File: config.mk
export PLATFORM = sky130hd
export DESIGN_NAME = lcd_score_writer
export DESIGN_NICKNAME = d
export VERILOG_FILES = /design/src/rtl/lcd_score_writer.sv
export SDC_FILE = /design/constraint.sdc
export NUM_CORES = 1
export LEC_CHECK = 0
export CAP_MARGIN = 20
export CELL_PAD_IN_SITES_DETAIL_PLACEMENT = 1
export CELL_PAD_IN_SITES_GLOBAL_PLACEMENT = 2
export CORE_ASPECT_RATIO = 0.9
export CORE_MARGIN = 5
export CORE_UTILIZATION = 35
export DETAILED_ROUTE_END_ITERATION = 16
export HOLD_SLACK_MARGIN = 0.15
export PLACE_DENSITY = 0.93
export SLEW_MARGIN = 20
export SYNTH_ARGS = -nofsm -noshare
export SYNTH_HDL_FRONTEND = slang
export SYNTH_SLANG_ARGS = --single-unit
File: constraint.sdc
create_clock -name clock -period 1.9 [get_ports clock]
set_input_delay 0.19 -clock clock [delete_from_list [all_inputs] [get_ports clock]]
set_output_delay 0.19 -clock clock [all_outputs]
set_load 0.05 [all_outputs]
File: src/rtl/lcd_score_writer.sv
// Snapshots both Pong scores and streams one 34-byte LCD frame (two DDRAM
// address commands plus two 16-character lines) as spaced write strobes.
module lcd_score_writer #(
  parameter int GAP_CYCLES = 2,
  parameter int SCORE_W    = 7
) (
  input  logic               clock,
  input  logic               resetn,
  input  logic [SCORE_W-1:0] score_l,
  input  logic [SCORE_W-1:0] score_r,
  input  logic               update,
  input  logic               lcd_busy,
  output logic               write_en,
  output logic [7:0]         data_out,
  output logic               is_cmd,
  output logic               frame_busy,
  output logic               frame_done
);

  typedef enum logic [2:0] {
    S_IDLE,
    S_LATCH,
    S_SEND,
    S_GAP,
    S_DONE
  } state_t;

  localparam int GAP_W = (GAP_CYCLES > 1) ? $clog2(GAP_CYCLES) : 1;
  localparam logic [GAP_W-1:0] GAP_LAST = GAP_W'((GAP_CYCLES > 0) ? GAP_CYCLES - 1 : 0);
  localparam logic [5:0] IDX_LAST = 6'd33;

  function automatic logic [6:0] sat99(input logic [SCORE_W-1:0] s);
    if (32'(s) > 32'd99) return 7'd99;
    return 7'(s);
  endfunction

  function automatic logic [3:0] tens(input logic [6:0] v);
    return 4'(v / 7'd10);
  endfunction

  function automatic logic [3:0] ones(input logic [6:0] v);
    return 4'(v % 7'd10);
  endfunction

  // Returns {is_cmd, byte} for frame position idx.
  function automatic logic [8:0] frame_byte(input logic [5:0] idx,
                                            input logic [3:0] l1, input logic [3:0] l0,
                                            input logic [3:0] r1, input logic [3:0] r0);
    case (idx)
      6'd0:                return 9'h180;
      6'd1, 6'd12, 6'd18:  return 9'h050;
      6'd2:                return 9'h031;
      6'd3, 6'd14:         return 9'h03A;
      6'd4:                return {1'b0, 4'h3, l1};
      6'd5:                return {1'b0, 4'h3, l0};
      6'd13:               return 9'h032;
      6'd15:               return {1'b0, 4'h3, r1};
      6'd16:               return {1'b0, 4'h3, r0};
      6'd17:               return 9'h1C0;
      6'd19:               return 9'h04F;
      6'd20:               return 9'h04E;
      6'd21:               return 9'h047;
      default:             return 9'h020;
    endcase
  endfunction

  state_t           r_state, w_state;
  logic [5:0]       r_idx, w_idx;
  logic [GAP_W-1:0] r_gap, w_gap;
  logic             r_last, w_last;
  logic             r_pending, w_pending;
  logic [3:0]       r_l1, r_l0, r_r1, r_r0;
  logic [3:0]       w_l1, w_l0, w_r1, w_r0;
  logic             r_we, w_we;
  logic [7:0]       r_data, w_data;
  logic             r_cmd, w_cmd;
  logic             r_fbusy, w_fbusy;
  logic             r_fdone, w_fdone;

  logic [6:0]       w_sat_l, w_sat_r;
  logic [8:0]       w_byte;

  assign w_sat_l = sat99(score_l);
  assign w_sat_r = sat99(score_r);
  assign w_byte  = frame_byte(r_idx, r_l1, r_l0, r_r1, r_r0);

  always_comb begin
    w_state   = r_state;
    w_idx     = r_idx;
    w_gap     = r_gap;
    w_last    = r_last;
    w_pending = r_pending | update;
    w_l1      = r_l1;
    w_l0      = r_l0;
    w_r1      = r_r1;
    w_r0      = r_r0;
    w_we      = 1'b0;
    w_data    = r_data;
    w_cmd     = r_cmd;
    w_fdone   = 1'b0;

    case (r_state)
      S_IDLE: begin
        // An update arriving in the same cycle is served by this frame.
        if (r_pending || update) begin
          w_state   = S_LATCH;
          w_pending = 1'b0;
        end
      end
      S_LATCH: begin
        w_l1    = tens(w_sat_l);
        w_l0    = ones(w_sat_l);
        w_r1    = tens(w_sat_r);
        w_r0    = ones(w_sat_r);
        w_idx   = 6'd0;
        w_gap   = '0;
        w_last  = 1'b0;
        w_state = S_SEND;
      end
      S_SEND: begin
        if (!lcd_busy) begin
          w_we   = 1'b1;
          w_cmd  = w_byte[8];
          w_data = w_byte[7:0];
          w_last = (r_idx == IDX_LAST);
          if (r_idx != IDX_LAST) w_idx = r_idx + 6'd1;
          w_gap  = '0;
          if (GAP_CYCLES == 0) w_state = (r_idx == IDX_LAST) ? S_DONE : S_SEND;
          else                 w_state = S_GAP;
        end
      end
      S_GAP: begin
        if (r_gap == GAP_LAST) begin
          w_gap   = '0;
          w_state = r_last ? S_DONE : S_SEND;
        end else begin
          w_gap = r_gap + GAP_W'(1);
        end
      end
      S_DONE: begin
        w_fdone = 1'b1;
        w_state = S_IDLE;
      end
      default: w_state = S_IDLE;
    endcase

    w_fbusy = (w_state != S_IDLE);
  end

  always_ff @(posedge clock or negedge resetn) begin
    if (!resetn) begin
      r_state   <= S_IDLE;
      r_idx     <= 6'd0;
      r_gap     <= '0;
      r_last    <= 1'b0;
      r_pending <= 1'b1;
      r_l1      <= 4'd0;
      r_l0      <= 4'd0;
      r_r1      <= 4'd0;
      r_r0      <= 4'd0;
      r_we      <= 1'b0;
      r_data    <= 8'h00;
      r_cmd     <= 1'b0;
      r_fbusy   <= 1'b0;
      r_fdone   <= 1'b0;
    end else begin
      r_state   <= w_state;
      r_idx     <= w_idx;
      r_gap     <= w_gap;
      r_last    <= w_last;
      r_pending <= w_pending;
      r_l1      <= w_l1;
      r_l0      <= w_l0;
      r_r1      <= w_r1;
      r_r0      <= w_r0;
      r_we      <= w_we;
      r_data    <= w_data;
      r_cmd     <= w_cmd;
      r_fbusy   <= w_fbusy;
      r_fdone   <= w_fdone;
    end
  end

  assign write_en   = r_we;
  assign data_out   = r_data;
  assign is_cmd     = r_cmd;
  assign frame_busy = r_fbusy;
  assign frame_done = r_fdone;

endmodule
==> metrics <==
Clk network pwr share=0.177; crit-path max FO=4; sequential fraction of the synthesis area=0.3156; Yosys reg bits=39; post-route minimum period=3.047 ns; Die X=around 110 um; Worst-path clk slew=0.08 ns; Hold Crit Class=input port to flip-flop; Post-synth EDFFs=0; hpwl dp=8098 um; Worst setup EP type=flip-flop; top achievable clock speed=0.3282 GHz; Combinational Power Share=0.533; Tot Pwr=between 4 and 5 mW; antenna-violating nets left=0; number of antenna diodes=0; internal power=2.692 mW; CTS tree=built; DP Area=4150 sq um; Final Max Slew Viols=0; clock sinks=39; DR WL/cell=18.71 um; CP Launch Type=input port; Peak VDD IR=0.4849 mV; H-tree Lvls=2; Lkg Pwr=1.989 nW; total I/O pin count=30; commonest non-fill, non-tap cells in the layout=95 x buf_4, 41 x nand2_1, 37 x dfrtp_1; share of layout cells above drive strength 1=0.3862; Clock Skew=0.005565 ns; full die area=10830 sq um; Vias/cell=5.496; Placer Congestion=0.8602; vias in the first global route=3559; Synth Cell Area=3097 sq um; via count=approximately 3.4k; Yosys cell types=76; pin count of the biggest net entering global routing=28; clk root buf=clkbuf_8; Starting Density=0.3597; status=finished with violations; register share of total power=0.290; final setup violation count=10; area grow syn2layout=49.13%; Max Root-Sink Buffers=2; Hold EP=r_l1[3]; antenna violations before repair=0; reg2reg path depth=5; max-cap violations=0; reg-to-reg startpoint=r_idx[4]; gr usage total=0.2020; most common cell after layout, fill and taps aside=buf_4; WS Path Type=input port to flip-flop; WP data required=2.13 ns; first-pass GRT wire length=17760 um; data arrival time of the worst path=about 3.3 ns; worst hold path cell count=4; Die Y=99.24 um; Row Count=32; Power per Cell Area=1008 nW/um^2; worst reg-to-reg setup slack=~0.070 ns; Psw=1.961 mW; hold path start=score_l[6]; Tightest Pin Transition=0.6225 ns; Max-slew headroom=0.5850; worst setup margin=-1.147 ns; Synth Instances=377; initial DRC count=approximately 200; switching share of power=0.4215; failing checks=negative setup slack; period utilization=1.604; Core ar.=8608 sq um; fin nets=519; IO buf count=29; final WL=~11000 um; clk_lat worst skew=0.29 ns; RSZ-0062 raised after global routing=true; syn_nets=405; Synth Warn #=0; clock buffer count from CTS=5; drt first pass iters=4; final instance area=4618 sq um; async set or reset register ratio after synthesis=1.000; R2R Path End=data_out[5]; Final Hold Vio Count=0; Syn Area/Cell=8.214 sq um; drc violations=0; Main synth FF type=dfrtp_1; total congestion overflow=0
## layer usage
metal	GRT usage	share of wire	vias to the layer above
met1	0.2589	0.44	1656
met2	0.3588	0.51	76
met5	0	0	-
met4	0.04951	0.014	0
li1	-	-	1612
met3	0.02401	0.033	14
## cells in the mapped netlist, drive strengths merged, types with 5 or more instances
| cell type | instances | area [sq um] |
|---|---|---|
| a221oi | 6 | 70.07 |
| buf | 11 | 67.56 |
| nand3 | 10 | 50.05 |
| nor2 | 37 | 138.9 |
| o211ai | 6 | 55.05 |
| inv | 11 | 43.79 |
| ha | 10 | 125.1 |
| dfrtp | 38 | 950.9 |
| nor3 | 17 | 90.09 |
| nand2b | 9 | 56.30 |
| nand2 | 46 | 182.7 |
| and2 | 5 | 31.28 |
| or2 | 5 | 33.79 |
| clkbuf | 10 | 37.54 |
| nor2b | 7 | 43.79 |
| a211oi | 7 | 72.57 |
| a21o | 5 | 37.54 |
| a21oi | 27 | 146.4 |
| o21ai | 32 | 160.1 |
## cell families after synthesis
group | synth area share
flops | 0.3156
buf+inv | 0.04808
mux | 0.02747
compound gates | 0.2889
simple gates | 0.2626
xor+xnor | 0.01697
fa+ha+maj | 0.04040
## how the worst max path moves through the flow
stage	end	slack, ns	cells after the start	startpoint
3_3_place_gp	r_r0[2]	-1.70	19	score_r[4]
2_1_floorplan	r_r0[2]	-1.54	20	score_r[6]
6_report	r_r0[2]	-1.15	16	score_r[3]
4_1_cts	r_r0[2]	-1.12	18	score_r[6]
3_5_place_dp	r_r0[2]	-1.90	19	score_r[4]
5_1_grt	r_r0[2]	-1.29	18	score_r[5]
## layout make-up
class,instances,area (sq um)
Clock buffer,6,72.57
Sequential cell,39,978.4
Multi-Input combinational cell,306,2253
Tap cell,119,148.9
Clock inverter,2,60.06
Timing Repair Buffer,128,1056
Inverter,11,48.80
Fill cell,1021,3990
## worst max-delay path, cell delays in order
cell             delay (ns)
clkdlybuf4s50_1        0.50
a21bo_2                0.25
inv_2                  0.07
ha_4                   0.16
o21bai_1               0.09
a211o_1                0.35
a22oi_2                0.23
nor3_1                 0.09
a21oi_2                0.15
ha_2                   0.24
a221oi_2               0.04
nand4bb_1              0.11
o31ai_2                0.08
a211oi_2               0.28
mux2_4                 0.33
o21ai_2                0.10
## power by group through the flow
stage / logic [mW] / registers [mW] / clock network (mW)
final: 2.48 / 1.35 / 0.826
after global routing: 2.66 / 1.37 / 0.871
after CTS: 2.32 / 1.33 / 0.826
after detailed placement: 2.24 / 1.34 / 0
after global placement: 2.15 / 1.31 / 0
after floorplan: 1.18 / 1.53 / 0
## flip-flops by register name, summed over array words and instances (netlist names), 3 cells and up
signal and flops:
data_out 8, r_idx 6, r_l0 4, r_l1 4, r_r0 4, r_r1 4
r_state 3
## stage by stage
step	TNS, ns	utilization	setup slack, ns	hold WS [ns]	std cells
after global routing	-9.519	0.5365	-1.286	0.3600	611
after floorplan	-10.81	-	-1.535	-0.1056	377
after global placement	-14.83	0.4821	-1.695	0.2226	589
after detailed placement	-16.79	0.4821	-1.900	0.2311	589
final	-8.529	0.5365	-1.147	0.3631	611
after CTS	-7.925	0.5144	-1.116	0.3583	606
## timing repair
| item | 4_1_cts | 5_1_grt |
|---|---|---|
| setup endpoints to repair | 12 | 14 |
| hold buffers | 1 | 0 |
| pin swaps | 33 | 20 |
| hold endpoints to repair | 25 | 0 |
| buffers inserted | 10 | 9 |
| resized for setup | 50 | 37 |
No activity file was read; power rests on OpenSTA's default activity.
